**src/rtl/lab3_mem_line_pkg.sv**
```systemverilog
// Shared types and sizes for the cache-line to memory-word adapter.
package lab3_mem_line_pkg;

    localparam int WORD_W         = 32;
    localparam int LINE_W         = 128;
    localparam int WORDS_PER_LINE = 4;

    localparam logic [3:0] TYPE_READ  = 4'd0;
    localparam logic [3:0] TYPE_WRITE = 4'd1;

    typedef enum logic [1:0] {
        ST_IDLE = 2'd0,
        ST_XFER = 2'd1,
        ST_RESP = 2'd2
    } state_t;

endpackage

```
**src/rtl/lab3_mem_line_collector.sv**
```systemverilog
// Four word slots written by index and read back as one flat line (slot 0 in the low bits).
module lab3_mem_line_collector
    import lab3_mem_line_pkg::*;
(
    input  logic              clk,
    input  logic              wr_en_i,
    input  logic [1:0]        wr_idx_i,
    input  logic [WORD_W-1:0] wr_data_i,
    output logic [LINE_W-1:0] rd_data_o
);

    genvar gi;
    generate
        for (gi = 0; gi < WORDS_PER_LINE; gi++) begin : g_slot
            logic [WORD_W-1:0] slot_q;

            // Slots are plain storage; every transaction overwrites all four before use.
            always_ff @(posedge clk) begin
                if (wr_en_i && (wr_idx_i == 2'(gi))) begin
                    slot_q <= wr_data_i;
                end
            end

            assign rd_data_o[gi*WORD_W +: WORD_W] = slot_q;
        end
    endgenerate

endmodule

```
**src/rtl/lab3_mem_line_adapter.sv**
```systemverilog
// Splits 16-byte line requests into four 4-byte memory requests and merges the
// word responses (possibly out of order) back into one line response.
module lab3_mem_line_adapter
    import lab3_mem_line_pkg::*;
(
    input  logic              clk,
    input  logic              reset,

    input  logic              linereq_val,
    output logic              linereq_rdy,
    input  logic [3:0]        linereq_type,
    input  logic [7:0]        linereq_opaque,
    input  logic [31:0]       linereq_addr,
    input  logic [LINE_W-1:0] linereq_data,

    output logic              lineresp_val,
    input  logic              lineresp_rdy,
    output logic [3:0]        lineresp_type,
    output logic [7:0]        lineresp_opaque,
    output logic [LINE_W-1:0] lineresp_data,

    output logic              memreq_val,
    input  logic              memreq_rdy,
    output logic [3:0]        memreq_type,
    output logic [7:0]        memreq_opaque,
    output logic [31:0]       memreq_addr,
    output logic [1:0]        memreq_len,
    output logic [31:0]       memreq_data,

    input  logic              memresp_val,
    output logic              memresp_rdy,
    input  logic [3:0]        memresp_type,
    input  logic [7:0]        memresp_opaque,
    input  logic [31:0]       memresp_data
);

    state_t            state_q, state_d;
    logic [3:0]        type_q;
    logic [7:0]        opaque_q;
    logic [27:0]       line_addr_q;
    logic [LINE_W-1:0] line_data_q;
    logic [1:0]        issue_cnt_q;
    logic              issue_done_q;
    logic [1:0]        recv_cnt_q;
    logic              recv_done_q;

    logic              line_fire;
    logic              req_fire;
    logic              resp_fire;
    logic              is_write;
    logic [LINE_W-1:0] slot_line;
    logic              unused_ok;

    assign line_fire = linereq_val & linereq_rdy;
    assign req_fire  = memreq_val & memreq_rdy;
    assign resp_fire = memresp_val & memresp_rdy;
    assign is_write  = (type_q == TYPE_WRITE);

    // Response type and the high opaque bits carry nothing we need; the slot comes from opaque[1:0].
    assign unused_ok = ^{memresp_type, memresp_opaque[7:2], linereq_addr[3:0]};

    always_comb begin
        state_d      = state_q;
        linereq_rdy  = 1'b0;
        memreq_val   = 1'b0;
        memresp_rdy  = 1'b0;
        lineresp_val = 1'b0;
        case (state_q)
            ST_IDLE: begin
                // Gated by reset so the ready is low for the whole time reset is held.
                linereq_rdy = reset;
                if (linereq_val && reset) begin
                    state_d = ST_XFER;
                end
            end
            ST_XFER: begin
                memreq_val  = ~issue_done_q;
                memresp_rdy = ~recv_done_q;
                if (resp_fire && (recv_cnt_q == 2'd3)) begin
                    state_d = ST_RESP;
                end
            end
            ST_RESP: begin
                lineresp_val = 1'b1;
                if (lineresp_rdy) begin
                    state_d = ST_IDLE;
                end
            end
            default: state_d = ST_IDLE;
        endcase
    end

    always_ff @(posedge clk or negedge reset) begin
        if (!reset) begin
            state_q      <= ST_IDLE;
            type_q       <= 4'd0;
            opaque_q     <= 8'd0;
            line_addr_q  <= 28'd0;
            line_data_q  <= '0;
            issue_cnt_q  <= 2'd0;
            issue_done_q <= 1'b0;
            recv_cnt_q   <= 2'd0;
            recv_done_q  <= 1'b0;
        end else begin
            state_q <= state_d;
            if (line_fire) begin
                type_q       <= linereq_type;
                opaque_q     <= linereq_opaque;
                line_addr_q  <= linereq_addr[31:4];
                line_data_q  <= linereq_data;
                issue_cnt_q  <= 2'd0;
                issue_done_q <= 1'b0;
                recv_cnt_q   <= 2'd0;
                recv_done_q  <= 1'b0;
            end
            if (req_fire) begin
                issue_cnt_q  <= issue_cnt_q + 2'd1;
                issue_done_q <= issue_done_q | (issue_cnt_q == 2'd3);
            end
            if (resp_fire) begin
                recv_cnt_q  <= recv_cnt_q + 2'd1;
                recv_done_q <= recv_done_q | (recv_cnt_q == 2'd3);
            end
        end
    end

    lab3_mem_line_collector u_collector (
        .clk       (clk),
        .wr_en_i   (resp_fire),
        .wr_idx_i  (memresp_opaque[1:0]),
        .wr_data_i (memresp_data),
        .rd_data_o (slot_line)
    );

    // Word index doubles as the request opaque so responses find their slot in any order.
    assign memreq_type   = type_q;
    assign memreq_opaque = {6'b0, issue_cnt_q};
    assign memreq_addr   = {line_addr_q, issue_cnt_q, 2'b00};
    assign memreq_len    = 2'd0;
    assign memreq_data   = is_write ? line_data_q[{issue_cnt_q, 5'd0} +: WORD_W] : 32'd0;

    assign lineresp_type   = type_q;
    assign lineresp_opaque = opaque_q;
    assign lineresp_data   = is_write ? '0 : slot_line;

endmodule

```
**config.mk**
```make
export PLATFORM = sky130hd
export DESIGN_NAME = lab3_mem_line_adapter
export DESIGN_NICKNAME = d
export VERILOG_FILES = /design/src/rtl/lab3_mem_line_pkg.sv /design/src/rtl/lab3_mem_line_collector.sv /design/src/rtl/lab3_mem_line_adapter.sv
export SDC_FILE = /design/constraint.sdc
export NUM_CORES = 1
export LEC_CHECK = 0
export ABC_AREA = 1
export ABC_CLOCK_PERIOD_IN_PS = 5000
export CAP_MARGIN = 0
export CORE_MARGIN = 1.5
export CORE_UTILIZATION = 46
export CTS_BUF_LIST = sky130_fd_sc_hd__clkbuf_8 sky130_fd_sc_hd__clkbuf_16
export DETAILED_ROUTE_END_ITERATION = 12
export PLACE_DENSITY_LB_ADDON = 0.1
export REMOVE_ABC_BUFFERS = 1
export SETUP_SLACK_MARGIN = 0.15
export SYNTH_ARGS = -nofsm -noshare
export SYNTH_HDL_FRONTEND = slang
export SYNTH_SLANG_ARGS = --single-unit
export TNS_END_PERCENT = 5
```
**constraint.sdc**
```tcl
create_clock -name clk -period 5 [get_ports clk]
set_clock_uncertainty 0.2 [all_clocks]
set_input_delay 0.75 -clock clk [delete_from_list [all_inputs] [get_ports clk]]
set_output_delay 0.75 -clock clk [all_outputs]
set_load 0.01 [all_outputs]
```
# [After elaboration in Yosys (flattened, before gate mapping)]
# Index checks and enable logic that the tools add are counted.
[word_totals] regBits=304 out_inout_bits=222
[op_classes] add_sub_neg=2 eq_ne=11 n_shift=1 mux=16 bitwise_logic=7 reduce_logical=11
[ops] cell="two-way mux 128 bit" count=1
[ops] cell="variable part select 128 x 8 -> 32 bit" count=1
[ops] cell="two-way mux 32 bit" count=1
[ops] cell="two-way mux 2 bit" count=6
[ops] cell="== test 2 bit (second input constant)" count=5
[ops] cell="two-way mux 1 bit" count=7
[ops] cell="logical AND 1 bit" count=6
[ops] cell="inequality test 2 bit (second input constant)" count=3
[ops] cell="case mux 2 bit (3 select lines)" count=1
[ops] cell="adder 2 x 1 -> 2 bit (second input constant)" count=2
[ops] cell="== test 2 x 1 -> 1 bit (second input constant)" count=2
[ops] cell="== test 4 x 1 -> 1 bit (second input constant)" count=1
[ops] cell="logical NOT 2 bit" count=2
[ops] cell="nonzero test 2 bit" count=2
[ops] cell="AND 1 bit" count=3
[ops] cell="AND reduction 3 bit" count=1
[ops] cell="NOT 1 bit" count=2
[ops] cell="OR 1 bit" count=2

# [Longest topological paths before layout]
# Gate-level depths: netlist of the first run.
[depth] word_depth=6 mapped_depth=7 ltp_nobuf=5

# [Hierarchy]
# A second synthesis of the first run with hierarchy kept.
[hier_totals] cells_unflattened=1320 hier_area_um2=13000.0
[by_module_without_submodules] module="lab3_mem_line_adapter" instances=1 cells_each=1184 area_each_um2=9126.3 seq_area_each_um2=4404.2
[by_module_without_submodules] module="lab3_mem_line_collector" instances=1 cells_each=136 area_each_um2=3873.7 seq_area_each_um2=3843.7

# [Worst setup path after synthesis of the first run]
# No wires, ideal clock.
[synth_timing] kind="input-to-reg" from="input port memresp_val" to="register u_collector.g_slot[0].slot_q[0] (enable)" setup_ps=461 arrival_time_ps=3143 slack_ps=1196 path_stages=2 path_buffers=0 path_cell_list="nand3_1 -> nor3_1"
[synth_via] elab_chain_len=2
[synth_rtl] item="start, declared" line="lab3_mem_line_adapter.sv:30" source="input logic memresp_val,"
[synth_rtl] item="AND 1 bit" line="lab3_mem_line_adapter.sv:56" source="assign resp_fire = memresp_val & memresp_rdy;"
[synth_rtl] item="logical AND 1 bit" line="lab3_mem_line_collector.sv:19" source="if (wr_en_i && (wr_idx_i == 2'(gi))) begin"
[synth_rtl] item="end signal, assigned" line="lab3_mem_line_collector.sv:20" source="slot_q <= wr_data_i;"
[synth_rtl] item="end, declared" line="lab3_mem_line_collector.sv:15" source="logic [WORD_W-1:0] slot_q;"
# Every way passes these cells.
# A chain may end at the register's enable or synchronous reset.

# [Worst setup path in the final report of the first run]
[layout_timing] from="register issue_cnt_q[0]" to="output port memreq_data[9]"
[layout_via] elab_chain_len=2
[layout_rtl] item="start, declared" line="lab3_mem_line_adapter.sv:42" source="logic [1:0] issue_cnt_q;"
[layout_rtl] item="start signal, assigned" line="lab3_mem_line_adapter.sv:117" source="issue_cnt_q <= issue_cnt_q + 2'd1;"
[layout_rtl] item="variable part select 128 x 8 -> 32 bit" line="lab3_mem_line_adapter.sv:140" source="assign memreq_data = is_write ? line_data_q[{issue_cnt_q, 5'd0} +: WORD_W] : 32'd0;"
[layout_rtl] item="two-way mux 32 bit" line="lab3_mem_line_adapter.sv:140"
[layout_rtl] item="end, declared" line="lab3_mem_line_adapter.sv:28" source="output logic [31:0] memreq_data,"
# Every way passes these cells.

==> results.md, run 1 <==
- At the end of routability-driven placement, the weighted congestion stood at around 0.8.
- In the synthesized netlist, the cells that appear most often are sky130_fd_sc_hd__nand2_1 (384), sky130_fd_sc_hd__dfrtp_1 (176), sky130_fd_sc_hd__inv_1 (141), sky130_fd_sc_hd__a21boi_0 (128), sky130_fd_sc_hd__edfxtp_1 (128).
- Setup repair after global routing left no endpoint under its margin.
- The initial core utilization is 0.469.
- In the final layout, the share of cells above drive strength 1 is 0.0500.
- The internal power of the cells totals between 6000 and 7000 uW.
- The path class of the tightest hold or removal check is flip-flop to flip-flop.
- The final layout contains routed wiring with a total length of ~34,000 um.
- Of the total power, the clock network draws 0.242.
- The area of the die is 29,400 um2.
- The share of total power in sequential cells is 0.367.
- The number of register bits inferred by synthesis is just over 300.
- The share of flip-flops with an asynchronous set or reset after synthesis is 0.579.
- The time the final worst path needs with I/O delays and setup is approximately 4000 ps.
- The final-layout worst hold slack is ~280 ps.
- After detailed routing, the number of vias per cell comes to about 4.9.
- The final count of pins violating max slew is 0.
- The critical path is of the flip-flop to output pin type.
- The post-route antenna net violation count is 0.
- Dividing total power by cell area gives a power density of around 540 nW/um2.
- The run finished with clean final reports.
- The total of buffers placed on input and output ports is approximately 420.
- After detailed routing, the number of remaining DRC violations is 0.
- The overall die height is around 170 um.
- Synthesis instantiated 24 different standard cells from the library.
- For this run, the total global-route usage over all layers was measured as 0.229.
- In this run, synthesis inferred about 130 flip-flops with an integrated enable.
- For this run, the detailed router's first-pass iteration total came to 5.
- From synthesis to final layout, the design area changed by 41.9%.
- The number of antenna violations at the first check in global routing is 5.
- In this run the worst path has a maximum fanout of 43.
- In the post-synthesis netlist, the cell with the most instances is sky130_fd_sc_hd__nand2_1.
- The pin count of the biggest net entering global routing is around 130.
- The share of synthesized area occupied by flip-flops and latches is 0.631.
- The worst setup path is launched from a flip-flop.
- The total number of vias is 10,300.
- The root buffer cell is sky130_fd_sc_hd__clkbuf_16.
- The analysis attributes to cell leakage a power of 0.00779 uW.
- Dividing the final minimum period by the clock period gives 0.798.
- For this design the top-level I/O count stands at around 440.
- Data on the critical path arrives at its endpoint at about 3000 ps.
- Of the total power, combinational logic draws 0.391.
- The predominant post-synthesis flop cell is sky130_fd_sc_hd__dfrtp_1.
- The net count of the finished layout is ~1,900.
- The clock sink count is just over 300.
- The clock tree synthesis step divided the H-tree into 2 levels.
- In this run the deepest clock path goes through 3 buffers.
- The setup violation total in the final timing report is 0.
- The detailed placement HPWL is roughly 23,000 um.
- The final hold violation count is 0.
- The number of resized instances in the post-cts repair step is 0.
- The number of instances in the synthesized netlist is 1,317.
- The highest ir drop seen on vdd is roughly 0.33 mV.
- By area the synthesized netlist is led by sky130_fd_sc_hd__dfrtp_1 (34%), sky130_fd_sc_hd__edfxtp_1 (29%), sky130_fd_sc_hd__nand2_1 (11%).
- The number of global-route vias before repair is about 9,800.
- The data required time of the critical path is around 4100 ps.
- The die is ~170 um wide.
- After global routing the overflow that remains totals 0.
- The cell area after synthesis is between 10,000 and 15,000 um2.
- Yosys printed 0 warnings.
- The placeable core region is around 28,000 um2.
- The largest area contributor in the synthesized netlist is sky130_fd_sc_hd__dfrtp_1.
- STA classifies the critical path endpoint as an output pin.
- The setup TNS is 0 ps.
- The final standard cell utilization of the core is 0.665.
- The insertion delay to the later sink of the worst-skew pair is 500 ps.
- Static timing analysis puts the maximum clock frequency at ~250 MHz.
- The floorplan has just over 60 rows.
- Of the total power, the share spent switching nets is 0.344.
- Clock-pin slew was measured on the worst setup and hold paths at approximately 60 ps.
- The fraction of synthesized cell area taken by the top area cell type is 0.337.
- The net load switching power is approximately 3400 uW.
- The headroom to the max-slew limit is 0.330.
- The detailed router's first-iteration violation count is 641.
- The transition time of the tightest slew-check pin is between 1000 and 1500 ps.
- The average routed wire per standard cell is 16.3 um.
- The synthesized area per cell is 9.92 um2.
- The number of max-cap violations is 0.
- The clock tree from TritonCTS is built.
- The CTS buffer count is 34.
- For flop-to-flop paths, the worst setup slack is between 2000 and 3000 ps.
- The first-pass GRT wire length is 52,100 um.
==> per-stage QoR <==
stage	std cells	setup WS, ps	power, uW	cell area, um2
4_1_cts	2099	942	10100	18500
3_3_place_gp	2036	1530	7540	17400
5_1_grt	2101	792	10700	18500
3_5_place_dp	2036	1480	7650	17400
6_report	2105	1010	10000	18500
2_1_floorplan	1222	-1580	5700	12500
==> placed cells by master, fill, tap and decap left out, types with 3 or more instances in the layout <==
cell / netlist / layout
sky130_fd_sc_hd__clkinv_2: 0 / 8
sky130_fd_sc_hd__inv_1: 141 / 147
sky130_fd_sc_hd__clkinvlp_4: 0 / 5
sky130_fd_sc_hd__nor3_2: 0 / 4
sky130_fd_sc_hd__conb_1: 1 / 10
sky130_fd_sc_hd__buf_4: 34 / 14
sky130_fd_sc_hd__a21boi_0: 128 / 128
sky130_fd_sc_hd__dfrtp_1: 176 / 175
sky130_fd_sc_hd__edfxtp_1: 128 / 128
sky130_fd_sc_hd__diode_2: 0 / 6
sky130_fd_sc_hd__nand3_1: 70 / 70
sky130_fd_sc_hd__clkbuf_8: 0 / 4
sky130_fd_sc_hd__clkdlybuf4s50_1: 0 / 418
sky130_fd_sc_hd__nand4_1: 5 / 5
sky130_fd_sc_hd__nor2_1: 5 / 3
sky130_fd_sc_hd__o21ai_1: 120 / 120
sky130_fd_sc_hd__clkbuf_16: 0 / 37
sky130_fd_sc_hd__nand2_1: 384 / 384
sky130_fd_sc_hd__o21ai_0: 12 / 12
sky130_fd_sc_hd__buf_12: 0 / 3
sky130_fd_sc_hd__a21oi_1: 32 / 32
==> layout make-up <==
cell class                 instances  area, um2
fill                            2214       9320
clock inverter                    21        134
timing repair buffer             437       4370
sequential                       304       8250
tap                              378        473
antenna                            6       15.0
multi-input combinational        776       3780
clock buffer                      41        981
inverter                         142        533
==> sequential cells by signal, summed over array words and instances, names as in the netlist, 2 cells and up <==
register	count
recv_cnt_q	2
lineresp_opaque	8
state_q	2
line_addr_q	28
line_data_q	128
u_collector.g_slot.slot_q	128
lineresp_type	4
issue_cnt_q	2
==> worst max-delay path: stages (launching register included) <==
cell                              delay (ps)
sky130_fd_sc_hd__dfrtp_2                 770
sky130_fd_sc_hd__inv_2                   370
sky130_fd_sc_hd__buf_4                   400
sky130_fd_sc_hd__nand2_1                 110
sky130_fd_sc_hd__nand3_1                  70
sky130_fd_sc_hd__a21oi_1                 230
sky130_fd_sc_hd__clkdlybuf4s50_1         570
==> layer usage <==
metal / vias up / global-route usage / part of all wire
met5: - / 0 / 0.00052
met4: 2 / 0.0885 / 0.032
met3: 63 / 0.0741 / 0.094
met2: 360 / 0.391 / 0.49
met1: 4872 / 0.267 / 0.39
li1: 5025 / - / -
==> cells by family after synthesis <==
family / synth area share
DFF: 0.631
other: 0.000287
AOI/OAI and AO/OA: 0.136
and+or+nand+nor: 0.146
adders and majority gates: 0.00192
buffers and inverters: 0.0841
==> path summary, 6_finish.rpt <==
path	start	endpoint	depth (start not counted)
min	line_addr_q[6]$_DFFE_PN0P_	line_addr_q[6]$_DFFE_PN0P_	2
max reg2reg	state_q[1]$_DFFE_PN0P_	u_collector.g_slot[3].slot_q[30]$_DFFE_PP_	4
min in group asynchronous	reset	line_data_q[42]$_DFFE_PN0P_	2
min reg2reg	line_addr_q[6]$_DFFE_PN0P_	line_addr_q[6]$_DFFE_PN0P_	2
max	issue_cnt_q[0]$_DFFE_PN0P_	memreq_data[9]	6
max in group asynchronous	reset	line_data_q[37]$_DFFE_PN0P_	3
==> power groups by stage <==
stage | Clock (uW) | Sequential, uW | Combinational, uW
after global placement | 0 | 3700 | 3840
after floorplan | 0 | 3800 | 1900
after global routing | 2570 | 3760 | 4350
after CTS | 2480 | 3690 | 3960
final | 2420 | 3680 | 3910
after detailed placement | 0 | 3720 | 3920
==> repair_timing <==
item                                    CTS  global route
hold endpoints to repair                 32             0
hold buffers                              1             0
endpoints found under the setup margin    0             0
setup buffers                             0             0
No activity file was read; power rests on OpenSTA's default activity.
==> run 2, diff against run 1 <==
ABC_CLOCK_PERIOD_IN_PS = 3900   (was 5000)
clock period = 3.9 ns   (was 5 ns; I/O delays follow)
==> run 2 against run 1 <==
  * Cell area increased by 0.57%
  * Power increased by 30%
  * Flip-flop and latch count unchanged
  * Die area did not move
  * Largest cell class unchanged
==> results.md, run 2 (same netlist as run 1, synthesis figures left out) <==
- The total global routing track utilization came to 0.229 (about the same).
- The final instance area came to 18,600 um2 (+0.57%).
- The delay contributed by the slowest stage of the critical path is 550 ps (-220 ps).
- The detailed placement HPWL was 22,300 um (-1.3%).
- The final worst-path cycle share is 0.864.
- Leaving out fill and tap cells, the most frequent cells in the layout are sky130_fd_sc_hd__clkdlybuf4s50_1 (418), sky130_fd_sc_hd__nand2_1 (384), sky130_fd_sc_hd__dfrtp_1 (175).
- The final weighted congestion in routability-driven placement came to 0.796 (-0.67%).
- The setup violation total in the final timing report was 0 (unchanged).
- The total of buffers placed on input and output ports was 419 (unchanged).
- The routed wire length is 34,300 um (about the same).
- For this run, the top clock speed supported by timing is between 200 and 300 MHz.
- The number of resized instances in the post-cts repair step is 0 (unchanged).
- The highest routing layer actually used is met5.
- The flow ran to the end, and the final reports show no timing, DRC or antenna violations.
- The overall die height is 172 um (unchanged).
- The cell family contributing the most delay on the critical path is buffers and inverters.
- In this run the clock root is driven by a sky130_fd_sc_hd__clkbuf_16.
- The signal on the critical path passes through inv_2, buf_4, nand2_1, nand3_1, a21oi_1, clkdlybuf4s50_1.
- The cell count of the worst reg-to-reg path came to 4 (unchanged).
- The top-level port count is 444 (unchanged).
- The number of global-route vias before repair is 9,792 (-0.38%).
- The setup TNS is 0 ps (unchanged).
- The area of the die is 29,400 um2 (unchanged).
- The via-per-instance ratio is 4.88 (-0.38%).
- The cell with the largest stage delay on the worst path is sky130_fd_sc_hd__clkdlybuf4s50_1.
- The placeable core region is 27,900 um2 (unchanged).
- The detailed router's first-iteration violation count is 706 (+10%).
- The length of the first detailed-routing pass in iterations is 5 (unchanged).
- The average routed wire per standard cell is 16.3 um (+0.11%).
- The initial core utilization is 0.469 (unchanged).
- The post-route antenna net violation count came to 0 (unchanged).
- The H-tree depth reported by CTS is 2 (unchanged).
- The CTS buffer count is 34 (unchanged).
- The clock tree buffer depth is 3 (unchanged).
- For the finished layout, the period the worst path requires is around 3400 ps.
- The number of rows created at floorplan came to 61 (unchanged).
- The launching element type of the critical path is a flip-flop.
- The area growth from synthesis to layout is 42.7%.
- The net count of the finished layout is 1,924 (+0.26%).
- The transition time of the tightest slew-check pin came to 984 ps (-21.5 ps).
- The instance area at placement is 17,500 um2 (+0.50%).
- The power per cell area came to 698 nW/um2 (+29%).
- The total overflow reported by the global router came to 0 (unchanged).
- The clock tree from TritonCTS is built.
- The overall die width was 172 um (unchanged).
- The maximum fanout along the worst path was 36 (-16%).
- The path class of the tightest hold or removal check is flip-flop to flip-flop.
- The buffers inserted during post-CTS setup optimization came to 0 (unchanged).
- The count of buffer and inverter cells on the critical path is 3 (unchanged).
- The number of max-cap violations is 0 (unchanged).
- The remaining design rule violation count is 0 (unchanged).
- The first-pass GRT wire length is 51,800 um (-0.66%).
- The worst register-to-register path ends at u_collector.g_slot[3].slot_q[25]$_DFFE_PP_.
- The static leakage power is 0.00785 uW (+0.78%).
- The clock sink count is 304 (unchanged).
- The layout cell share with drive strength beyond 1 is 0.0499 (-0.0000580).
- Setup repair after global routing left no endpoint under its margin.
- The total number of vias is 10,300 (-0.43%).
- The internal reg-to-reg setup slack is 1560 ps (-1110 ps).
- The most critical setup path has its startpoint at issue_cnt_q[0]$_DFFE_PN0P_.
- The final standard cell utilization of the core is 0.669 (+0.00377).
- The final hold violation count is 0 (unchanged).
- The largest registers in the layout are line_data_q (128), u_collector.g_slot.slot_q (128), line_addr_q (28).
- The met1 wire length was 13,400 um (+1.1%).
- The final count of pins violating max slew was 0 (unchanged).
- The capturing element of the worst setup path is memreq_data[25].
- The pin count of the biggest net entering global routing came to 172 (+35%).
- The data required time of the critical path was 3120 ps (-930 ps).
- The met3 routed wirelength is 3220 um (-0.56%).
- The met2 wirelength from detailed routing was 16,600 um (-0.50%).
- The library cell used most frequently in the layout, excluding fill and tap cells, is sky130_fd_sc_hd__clkdlybuf4s50_1.
- STA classifies the critical path endpoint as an output pin.
- The worst register-to-register path begins at state_q[1]$_DFFE_PN0P_.
- The number of antenna violations at the first check in global routing is 5 (unchanged).
- The critical path data arrival time is 2580 ps (-460 ps).
- The clock input transition at the sequential cells of the worst setup and hold paths was 60 ps (about the same).
- The path length in cells of the critical path is 6 (unchanged).
- The highest ir drop seen on vdd is 0.376 mV (+13%).
- The worst setup path is of the flip-flop to output pin kind.
- The headroom to the max-slew limit is 0.343 (+0.0136).
- The insertion delay to the later sink of the worst-skew pair was 500 ps (about the same).
run 2: changes by cell type in the layout (fill, tap and decap cells not counted), sizes merged:
cell,delta
buf,+5
clkinv,-3
clkinvlp,-3
diode,-3
bufinv,+2
inv,+1
run 2: worst register-to-register path, stage by stage, from the launching register on:
cell and delay, ps:
sky130_fd_sc_hd__dfrtp_1 410, sky130_fd_sc_hd__nor2_2 350, sky130_fd_sc_hd__nand3_1 340, sky130_fd_sc_hd__nor3_2 190
sky130_fd_sc_hd__buf_4 460
run 2: cell type report:
class                      instances  area, um2
antenna                            3       7.51
clock buffer                      41        981
clock inverter                    18        159
fill                            2171       9210
inverter                         142        533
multi-input combinational        776       3780
sequential                       304       8250
tap                              378        473
timing repair buffer             442       4460
run 2: power by group:
group | switching [uW] | internal [uW] | total [uW]
clock | 1230 | 1980 | 3210
combinational | 2850 | 2280 | 5120
sequential | 342 | 4330 | 4680
run 2: what timing repair did:
item / 4_1_cts / 5_1_grt
setup endpoints to repair: 0 / 0
hold buffers: 1 / 0
hold endpoints to repair: 5 / 0
run 2: metrics by stage:
step                setup slack, ps  power [uW]  cells  hold slack, ps
floorplan                     -2520        7300   1222            89.4
global placement               1090        9710   2041             203
detailed placement             1060        9860   2041             204
CTS                             501       13100   2101             280
global route                    376       13900   2103             294
finish                          531       13000   2104             275
run 2: how the worst min path moves through the flow:
stage | slack [ps] | end | start | cells after the start
5_1_grt | 290 | lineresp_opaque[1]$_DFFE_PN0P_ | lineresp_opaque[1]$_DFFE_PN0P_ | 2
2_1_floorplan | 90 | issue_cnt_q[0]$_DFFE_PN0P_ | reset | 0
3_3_place_gp | 200 | line_addr_q[5]$_DFFE_PN0P_ | reset | 1
6_report | 280 | lineresp_opaque[7]$_DFFE_PN0P_ | lineresp_opaque[7]$_DFFE_PN0P_ | 2
4_1_cts | 280 | line_addr_q[8]$_DFFE_PN0P_ | line_addr_q[8]$_DFFE_PN0P_ | 2
3_5_place_dp | 200 | line_addr_q[5]$_DFFE_PN0P_ | reset | 1
run 2: metal layers:
metal  global-route usage  vias up
met5                    0        -
met2                0.390      390
met4               0.0843        4
met1                0.275     4784
li1                     -     5028
met3               0.0663       72
